[src/rtl/mult_mem_arbiter.sv]
// ============================================================================
// Module      : mult_mem_arbiter
// Description : Round-robin arbiter sharing a single-port product buffer SRAM
//               between two requesters. It supports a burst lock, which is
//               broken by a starvation limit. The optional statistics
//               counters are enabled with MULT_MEM_ARB_STATS_EN.
// Revision    : 1.0 - initial release
// ============================================================================
`default_nettype none

module mult_mem_arbiter #(
    parameter int ADDR_W     = 6,
    parameter int DATA_W     = 16,
    parameter int STARVE_MAX = 4
) (
    input  logic              clk,
    input  logic              rst,
    input  logic              req0,
    input  logic              we0,
    input  logic              lock0,
    input  logic [ADDR_W-1:0] addr0,
    input  logic [DATA_W-1:0] wdata0,
    output logic              gnt0,
    output logic              rvalid0,
    output logic [DATA_W-1:0] rdata0,
    input  logic              req1,
    input  logic              we1,
    input  logic              lock1,
    input  logic [ADDR_W-1:0] addr1,
    input  logic [DATA_W-1:0] wdata1,
    output logic              gnt1,
    output logic              rvalid1,
    output logic [DATA_W-1:0] rdata1,
`ifdef MULT_MEM_ARB_STATS_EN
    input  logic              stats_clr,
    output logic [15:0]       gnt_cnt0,
    output logic [15:0]       gnt_cnt1,
    output logic [15:0]       conflict_cnt,
`endif
    output logic              mem_en,
    output logic              mem_we,
    output logic [ADDR_W-1:0] mem_addr,
    output logic [DATA_W-1:0] mem_wdata,
    input  logic [DATA_W-1:0] mem_rdata
);

    localparam logic [3:0] c_STARVE_LIM = 4'(STARVE_MAX);
    localparam logic [3:0] c_CNT_SAT    = 4'hF;

    logic       r_prio;
    logic       r_owner_valid;
    logic       r_owner;
    logic [3:0] r_starve_cnt;
    logic       r_rd_pend0;
    logic       r_rd_pend1;

    logic       w_both;
    logic       w_pick1;
    logic       w_any_gnt;
    logic       w_gnt_lock;
    logic       w_owner_hold;

    always_comb begin
        w_both = req0 & req1;
        // The lock only wins a conflict until the starvation budget runs out.
        if (w_both) begin
            if (r_owner_valid && (r_starve_cnt < c_STARVE_LIM)) begin
                w_pick1 = r_owner;
            end else begin
                w_pick1 = r_prio;
            end
        end else begin
            w_pick1 = req1;
        end
        gnt0         = ~rst & req0 & ~w_pick1;
        gnt1         = ~rst & req1 & w_pick1;
        w_any_gnt    = gnt0 | gnt1;
        w_gnt_lock   = gnt0 ? lock0 : lock1;
        w_owner_hold = r_owner_valid & w_both & (r_owner ? gnt1 : gnt0);
    end

    always_comb begin
        mem_en    = w_any_gnt;
        mem_we    = 1'b0;
        mem_addr  = '0;
        mem_wdata = '0;
        if (gnt0) begin
            mem_we    = we0;
            mem_addr  = addr0;
            mem_wdata = wdata0;
        end else if (gnt1) begin
            mem_we    = we1;
            mem_addr  = addr1;
            mem_wdata = wdata1;
        end
        rvalid0 = r_rd_pend0 & ~rst;
        rvalid1 = r_rd_pend1 & ~rst;
        rdata0  = rvalid0 ? mem_rdata : '0;
        rdata1  = rvalid1 ? mem_rdata : '0;
    end

    always_ff @(posedge clk) begin
        if (rst) begin
            r_prio        <= 1'b0;
            r_owner_valid <= 1'b0;
            r_owner       <= 1'b0;
            r_starve_cnt  <= 4'd0;
            r_rd_pend0    <= 1'b0;
            r_rd_pend1    <= 1'b0;
        end else begin
            r_rd_pend0 <= gnt0 & ~we0;
            r_rd_pend1 <= gnt1 & ~we1;
            // A cycle without any grant means the lock holder dropped req.
            if (w_any_gnt) begin
                r_prio        <= gnt0;
                r_owner_valid <= w_gnt_lock;
                r_owner       <= gnt1;
            end else begin
                r_owner_valid <= 1'b0;
            end
            if (w_owner_hold) begin
                if (r_starve_cnt != c_CNT_SAT) begin
                    r_starve_cnt <= r_starve_cnt + 4'd1;
                end
            end else begin
                r_starve_cnt <= 4'd0;
            end
        end
    end

`ifdef MULT_MEM_ARB_STATS_EN
    localparam logic [15:0] c_STAT_SAT = 16'hFFFF;

    always_ff @(posedge clk) begin
        if (rst || stats_clr) begin
            gnt_cnt0     <= 16'd0;
            gnt_cnt1     <= 16'd0;
            conflict_cnt <= 16'd0;
        end else begin
            if (gnt0 && (gnt_cnt0 != c_STAT_SAT)) begin
                gnt_cnt0 <= gnt_cnt0 + 16'd1;
            end
            if (gnt1 && (gnt_cnt1 != c_STAT_SAT)) begin
                gnt_cnt1 <= gnt_cnt1 + 16'd1;
            end
            if (w_both && (conflict_cnt != c_STAT_SAT)) begin
                conflict_cnt <= conflict_cnt + 16'd1;
            end
        end
    end
`endif

endmodule

`default_nettype wire

[config.mk]
export PLATFORM = sky130hd
export DESIGN_NAME = mult_mem_arbiter
export DESIGN_NICKNAME = d
export VERILOG_FILES = /design/src/rtl/mult_mem_arbiter.sv
export SDC_FILE = /design/constraint.sdc
export NUM_CORES = 1
export LEC_CHECK = 0
export BUFFER_PORTS_ARGS = -buffer_cell sky130_fd_sc_hd__buf_2
export CORE_AREA = 2 2 74 62
export CTS_CLUSTER_DIAMETER = 150
export DETAILED_ROUTE_END_ITERATION = 12
export DIE_AREA = 0 0 76 64
export PLACE_DENSITY = 0.76
export SYNTH_ARGS = -nofsm -noshare
export SYNTH_HDL_FRONTEND = slang
export SYNTH_SLANG_ARGS = --single-unit
export TNS_END_PERCENT = 100
[constraint.sdc]
create_clock -name clk -period 2.7 [get_ports clk]
set_input_delay 0.54 -clock clk [delete_from_list [all_inputs] [get_ports clk]]
set_output_delay 0.54 -clock clk [all_outputs]
set_load 0.02 [all_outputs]
After elaboration in Yosys (flattened, before gate mapping)
Index checks and enable logic that the tools add are counted.
{ "classes": {"n_mul": 0, "n_mux": 12, "n_reduce_logical": 3, "n_div": 0, "order_cmp": 1, "shift": 0, "n_eq_ne": 1, "addsub": 1, "bitwise": 18} }
{ "op_table": {"columns": ["op", "count"], "rows": [
  ["16-bit two-way mux", 4],
  ["6-bit two-way mux", 2],
  ["1-bit bitwise AND", 11],
  ["1-bit two-way mux", 6],
  ["1-bit NOT", 6],
  ["4-bit by 1-bit adder with 4-bit output, second input constant", 1],
  ["4-bit by 3-bit < comparator with 1-bit output, second input constant", 1],
  ["4-bit inequality test, second input constant", 1],
  ["2-bit OR reduction", 2],
  ["1-bit logical AND", 1],
  ["1-bit bitwise OR", 1]
]} }
{ "totals": {"word_cells": 42, "romBits": 0, "reg_bits": 9, "ram_bits": 0, "latchBits": 0, "output_inout_bits": 60, "n_memories": 0, "inputBits": 68} }

Longest topological paths before layout
Gate-level depths: netlist of the first run.
{ "logic_depth": {"ltp_word": 10, "ltp_mapped": 5, "mapped_depth_nobuf": 4} }

Worst setup path after synthesis of the first run
Ideal clock, no wire load.
{ "synth_path": {"path_kind": "reg2out", "start": "register r_starve_cnt[2]", "end": "output mem_wdata[10]", "t_required_ns": 2.160, "slack_ns": 0.510, "stages_incl_launch_ff": 6, "n_path_buf": 1, "arrival_ns": 1.650, "path_cell_list": "dfxtp_1 nor3b_4 mux2i_2 buf_6 nand3_1 a21oi_1"} }
{ "synth_via": {"elab_chain_cells": 7, "elab_cells_between_ends": 9, "classes_between": "order compare (1); mux (4); bitwise (3); reduce/logical (1)"} }
{ "synth_rtl": {"columns": ["element", "line", "text"], "rows": [
  ["start, declared", "53", "logic [3:0] r_starve_cnt;"],
  ["start signal, assigned", "123", "r_starve_cnt <= r_starve_cnt + 4'd1;"],
  ["4-bit by 3-bit < comparator with 1-bit output (*)", "67", "if (r_owner_valid && (r_starve_cnt < c_STARVE_LIM)) begin"],
  ["1-bit logical AND (*)", "67", null],
  ["1-bit two-way mux (*)", "67", null],
  ["1-bit two-way mux (*)", "66", "if (w_both) begin"],
  ["1-bit bitwise AND / 1-bit NOT (equally long branches)", "76, 75", null],
  ["16-bit two-way mux / 1-bit bitwise AND (equally long branches)", "91, 75", null],
  ["16-bit two-way mux (*)", "87", "if (gnt0) begin"],
  ["end, declared", "43", "output logic [DATA_W-1:0] mem_wdata,"]
]} }
Every way passes the cells marked *; elsewhere a longest branch is shown, timed or not.

Final worst setup path of the first run
{ "layout_path": {"start": "register r_starve_cnt[2]", "end": "output mem_wdata[0]"} }
Same word-level chain as after synthesis.

==> run_results.csv, run 1 <==
group,metric,value,unit
outcome,status,"finished clean",
setup_path,reg2reg_from,"r_starve_cnt[2]",
timing,fin_setup_tns,0,ns
synth,synth_flop_cell,"dfxtp_1",
grt,grt_pass1_vias,1569,
synth,ys_async_sr_fraction,0,
grt,grt_overflow,0,
synth,synth_edf_count,0,
place,dp_hpwl,3.45,mm
clock_tree,hold_buffers,0,
synth,synth-seq-cells,9,
pwr,p_comb_frac,0.462,
clock_tree,cts_root_buf,"clkbuf_8",
setup_path,path_delay_family,"buffers and inverters",
setup_path,cp-startpoint,"r_starve_cnt[2]",
die,row_count,21,
setup_path,path_class,"reg -> out",
setup_path,crit_chain,"nor3b_4 > mux2i_2 > buf_4 > nand3_1 > a21oi_1 > buf_2",
timing,rsz0062_at_grt,"false",
setup_path,crit_fanout,11,
die,die_w,76,um
pwr,power,0.000546,W
clock_tree,clockBufferDepth,2,
timing,final_max_slew_viol_count,0,
synth,yosysMostFrequentCell,"and2_1",
clock_tree,htree_levels,1,
setup_path,cp.required,2.16,ns
setup_path,r2r_setup_slack,1.13,ns
synth,ys_seq_area_frac,0.151,
drt,wirelength,4.31,mm
die,die_h,64,um
drt,ant_nets,0,
clock_tree,clk_latency,0.23,ns
synth,ys_top_cells_by_area,"and2_1 17%, dfxtp_1 15%, o211ai_1 9.4%, a21oi_1 7.5%, nand3_1 7.1%",
timing,post-route-min-period,2.39,ns
synth,synthesis.instances,168,
layout,nets,363,
synth,yosys-top-cells-count,"32 x and2_1, 18 x a21oi_1, 17 x nand3_1",
grt,antenna_found_initial,1,
pwr,swShare,0.364,
timing,fin_worst_skew,0.00124,ns
place,portBuffers,127,
synth,synth_area,1200,um2
setup_path,timing.rr.end,"r_owner_valid",
synth,syn_avg_cell_area,7.12,um2
drt,drcViolationCount,0,
timing,worst_pin_slew,0.425,ns
clock_tree,clock_sinks,9,
layout,drive_gt1_frac,0.491,
layout,areaGrowthSynthToFinish,57.1,%
pwr,p_per_area,291,nW/um2
setup_path,crit_slowest_cell,"dfxtp_1",
grt,grt_max_degree,29,
setup_path,endpoint_kind,"primary output",
setup_path,rr_worst_depth,5,
timing,fmax,418,MHz
clock_tree,clkTransAtPathRegs,0.04,ns
setup_path,critPathArrivalTime,1.85,ns
drt,vias,1645,
synth,synth_top_area_frac,0.167,
drt,via_per_inst,4.69,
die,die-area,4860,um2
synth,synthDistinctLibCells,30,
pwr,clockPowerShare,0.279,
clock_tree,postCtsSetupBuffers,0,
job,maxCapViolCount,0,
drt,drt_iter0_drc,72,
drt,first_pass_iters,4,
setup_path,start_kind,"register",
grt,grtUsageTotal,0.173,
setup_path,max_stage_delay,0.37,ns
timing,max_slew_margin,0.715,
clock_tree,cts_tree,"built",
worst_hold_path,hold_class,"reg -> reg",
synth,yosys_warnings,0,
setup_path,path_depth,6,
pwr,p_seq_frac,0.258,
synth,syn_nets,237,
pwr,switchingPower,0.000199,W
clock_tree,cts_made_buffers,3,
timing,setup_viol,0,
timing,finalHoldViolations,0,
pwr,leakage,1.01,nW
die,start_util,0.294,
pwr,p_int,0.000348,W
drt,drt-wirelength-per-cell,12.3,um
synth,yosysTopAreaCell,"and2_1",
setup_path,path_buf_inv,2,
setup_path,crit_end,"mem_wdata[0]",
clock_tree,cts-resized-gates,0,
grt,grt_pass1_wl,7.00,mm
timing,final.period_utilization,0.885,
die,fp.coreArea,4070,um2
pwr,max-vdd-ir-drop,0.0000959,V
die,io-pin-count,128,
place,place_congestion,0.772,
area by class of cell:
cell class	count	area [um2]
Antenna cell	1	2.50
Clock buffer	4	45.0
Fill cell	423	2190
Inverter	1	3.75
Multi-Input combinational cell	142	866
Sequential cell	9	180
Tap cell	57	71.3
Timing Repair Buffer	137	711
per-stage QoR:
stage	area, um2	utilization	hold slack [ns]	std cells	worst slack (ns)
final	1880	0.461	0.481	351	0.310
after global routing	1880	0.461	0.486	350	0.135
after CTS	1880	0.461	0.485	350	0.298
after detailed placement	1830	0.450	0.479	346	0.314
after global placement	1830	0.450	0.475	346	0.377
after floorplan	1200	-	0.456	168	0.510
worst reg2reg max path, delay by kind of cell, from the launching register on:
family          cells  cell delay [ns]
mux                 1             0.42
simple gates        2             0.40
flops               1             0.37
buf+inv             1             0.19
compound gates      1             0.09
kinds of logic (layout without fill, tap and decap cells):
family,Yosys count,count (layout),share of synthesized area
AOI/OAI and AO/OA,45,45,0.224
xor gates and xnor gates,1,1,0.00732
adders and majority gates,1,1,0.0105
buffers and inverters,17,142,0.126
DFF,9,9,0.151
muxes,3,3,0.0324
other,0,1,0
and+or+nand+nor,92,92,0.450
layout by cell type, fill, tap and decap left out:
cell / Yosys / routed
a21oi_1: 18 / 18
a31oi_1: 1 / 1
and2_1: 32 / 32
and3b_1: 1 / 1
buf_2: 2 / 127
buf_4: 1 / 10
clkbuf_1: 4 / 1
clkbuf_8: 5 / 3
clkinv_1: 1 / 1
dfxtp_1: 9 / 9
diode_2: 0 / 1
ha_1: 1 / 1
mux2_4: 1 / 1
mux2i_1: 1 / 1
mux2i_2: 1 / 1
nand2_1: 12 / 12
nand2b_1: 1 / 1
nand3_1: 17 / 17
nand4b_1: 9 / 9
nor2_1: 8 / 8
nor2_2: 1 / 1
nor2b_1: 5 / 5
nor3_1: 4 / 4
nor3b_1: 1 / 1
nor3b_4: 1 / 1
o2111ai_1: 1 / 1
o211ai_1: 15 / 15
o21ai_0: 1 / 1
o21ai_1: 9 / 9
xnor2_1: 1 / 1
layer usage:
metal | GRT usage | part of all wire
met5 | 0 | 0
met4 | 0.0591 | 0.0072
met3 | 0.0395 | 0.059
met2 | 0.319 | 0.52
met1 | 0.197 | 0.41
power by group through the flow:
stage | registers, W | clock network (W) | logic [W]
final | 0.000141 | 0.000153 | 0.000253
after global routing | 0.000142 | 0.000167 | 0.000277
after CTS | 0.000141 | 0.000156 | 0.000254
after detailed placement | 0.000143 | 0 | 0.000253
after global placement | 0.000143 | 0 | 0.000249
after floorplan | 0.000143 | 0 | 0.000163
flip-flops by register name (all words and copies together) (netlist names):
| signal | flops |
|---|---|
| r_owner_valid | 1 |
| r_starve_cnt | 4 |
| r_owner | 1 |
| r_prio | 1 |
| r_rd_pend1 | 1 |
| r_rd_pend0 | 1 |
worst min-delay path by stage:
stage / slack, ns / cells after the start / to / start
5_1_grt: 0.49 / 2 / r_rd_pend0 / we0
6_report: 0.48 / 2 / r_owner / r_owner
2_1_floorplan: 0.46 / 2 / r_owner / r_owner
3_5_place_dp: 0.48 / 2 / r_owner / r_owner
3_3_place_gp: 0.48 / 2 / r_owner / r_owner
4_1_cts: 0.49 / 2 / r_owner / r_owner
No activity file was read; power rests on OpenSTA's default activity.
==> inputs of run 2 (changes only) <==
--- a/config.mk
+++ b/config.mk
@@ -10,7 +10,7 @@
 export CTS_CLUSTER_DIAMETER = 150
 export DETAILED_ROUTE_END_ITERATION = 12
 export DIE_AREA = 0 0 76 64
-export PLACE_DENSITY = 0.76
+export PLACE_DENSITY = 0.8
 export SYNTH_ARGS = -nofsm -noshare
 export SYNTH_HDL_FRONTEND = slang
 export SYNTH_SLANG_ARGS = --single-unit
==> constraint.sdc (replaced) <==
create_clock -name clk -period 2.7 [get_ports clk]
set_input_delay 0.27 -clock clk [delete_from_list [all_inputs] [get_ports clk]]
set_output_delay 0.27 -clock clk [all_outputs]
set_load 0.02 [all_outputs]
==> run 2 against run 1 <==
Critical path depth shrank 1. Cell count shrank 2.3%. Largest cell class unchanged. Non-clock buffer count shrank 7. Hold slack lost 0.27 ns. Clock skew grew 0.0048 ns. Critical endpoint is now mem_we. Combinational power shrank 4%. Flip-flop and latch count is the same. Global-route usage shrank 0.40 points. First-iteration DRC count grew 32%. Sequential share of layout area grew 0.29 points.
==> run_results.csv, run 2 (same netlist as run 1, synthesis figures left out) <==
group,metric,value,unit
pwr,leakage,0.971,nW
die,row_count,21,
clock_tree,clockBufferDepth,2,
setup_path,path_class,"reg -> out",
layout,area.sequential,180,um2
layout,largest_reg_flops,4,
die,start_util,0.294,
clock_tree,cts-resized-gates,0,
layout,nets,356,
grt,grt_pass1_vias,1492,
drt,ant_nets,0,
setup_path,crit_chain,"nor3b_4 > mux2_4 > nor2_2 > o21ai_1 > buf_2",
timing,fin_worst_skew,0.00600,ns
die,die_w,76,um
grt,grt_pass1_wl,6.85,mm
timing,final.period_utilization,0.858,
pwr,p_per_area,298,nW/um2
layout,final_cell_mix,"127 x buf_2, 32 x and2_1, 18 x a21oi_1, 17 x nand3_1, 15 x o211ai_1",
layout,n_antenna_cell,0,
timing,finalHoldViolations,0,
drt,drcViolationCount,0,
layout,drive_gt1_frac,0.479,
setup_path,path_delay_family,"simple AND/OR/NAND/NOR gates",
place,portBuffers,127,
timing,worst_pin_slew,0.888,ns
die,fp.coreArea,4070,um2
grt,antenna_found_initial,0,
setup_path,start_kind,"register",
clock_tree,clkTransAtPathRegs,0.05,ns
setup_path,crit_slowest_cell,"mux2_4",
pwr,swShare,0.373,
setup_path,crit_fanout,16,
pwr,max-vdd-ir-drop,0.000151,V
job,maxCapViolCount,0,
timing,setup_viol,0,
timing,fin_setup_tns,0,ns
outcome,status,"finished clean",
worst_hold_path,hold_class,"in -> reg",
layout,layout_commonest_cell,"buf_2",
timing,final_max_slew_viol_count,0,
clock_tree,htree_levels,1,
pwr,p_int,0.000340,W
die,die_h,64,um
drt,first_pass_iters,5,
drt,vias,1638,
setup_path,critPathArrivalTime,2.05,ns
drt,drt-wirelength-per-cell,12.6,um
timing,max_slew_margin,0.407,
place,place_congestion,0.714,
layout,fill_cells,426,
layout,areaGrowthSynthToFinish,52.5,%
setup_path,max_stage_delay,0.42,ns
clock_tree,hold_buffers,0,
drt,via_per_inst,4.78,
pwr,p_comb_frac,0.450,
die,die-area,4860,um2
layout,multi_input_area,866,um2
pwr,clockPowerShare,0.290,
clock_tree,clock_sinks,9,
setup_path,path_buf_inv,1,
drt,wirelength,4.33,mm
clock_tree,postCtsSetupBuffers,0,
drt,drt_iter0_drc,95,
setup_path,cp.required,2.43,ns
timing,post-route-min-period,2.32,ns
die,io-pin-count,128,
grt,grt_max_degree,34,
grt,grt_overflow,0,
layout,top_register,"r_starve_cnt",
clock_tree,clk_latency,0.23,ns
pwr,power,0.000543,W
timing,fmax,432,MHz
setup_path,endpoint_kind,"primary output",
timing,rsz0062_at_grt,"false",
clock_tree,cts_tree,"built",
clock_tree,cts_made_buffers,3,
grt,grtUsageTotal,0.169,
pwr,switchingPower,0.000203,W
clock_tree,cts_root_buf,"clkbuf_8",
pwr,p_seq_frac,0.260,
place,dp_hpwl,3.43,mm
-- run 2: cell types whose count changed in the layout (fill, tap and decap cells not counted), sizes merged --
cell | before | now
buf | 137 | 130
diode | 1 | 0
-- run 2: per-stage QoR --
step	util	hold slack (ns)	instances	setup WS, ns	instance area (um2)
floorplan	-	0.347	168	0.780	1200
global placement	0.437	0.451	339	0.662	1780
detailed placement	0.437	0.452	339	0.616	1780
CTS	0.448	0.204	343	0.367	1820
global route	0.448	0.211	343	0.229	1820
finish	0.448	0.211	343	0.383	1820
-- run 2: power by group through the flow --
stage	clock, W	combinational, W	sequential [W]
final	0.000157	0.000244	0.000141
after detailed placement	0	0.000245	0.000144
after global placement	0	0.000241	0.000143
after CTS	0.000162	0.000246	0.000141
after floorplan	0	0.000163	0.000143
after global routing	0.000169	0.000268	0.000142
-- run 2: area by class of cell --
type	instances	share of cell area
multi-input combinational	142	0.475
sequential	9	0.0988
tap	57	0.0391
timing repair buffer	130	0.361
inverter	1	0.00206
clock buffer	4	0.0247
-- run 2: layer usage --
| metal | global-route usage | share of wire |
|---|---|---|
| met1 | 0.203 | 0.40 |
| met5 | 0 | 0 |
| met2 | 0.298 | 0.51 |
| met4 | 0.0364 | 0.011 |
| met3 | 0.0508 | 0.073 |
-- run 2: worst paths after layout --
path | from | to | slack [ns] | depth (start not counted)
setup / recovery | r_starve_cnt[2] | mem_we | 0.38 | 5
hold / removal | we1 | r_rd_pend1 | 0.21 | 2
setup reg to reg | r_starve_cnt[2] | r_owner_valid | 0.97 | 4
hold reg to reg | r_owner | r_owner | 0.50 | 2
-- run 2: worst register-to-register path, stage by stage (launching register included) --
cell	delay (ns)
dfxtp_1	0.36
nor3b_4	0.29
mux2_4	0.42
nor2_2	0.41
o21ai_1	0.13
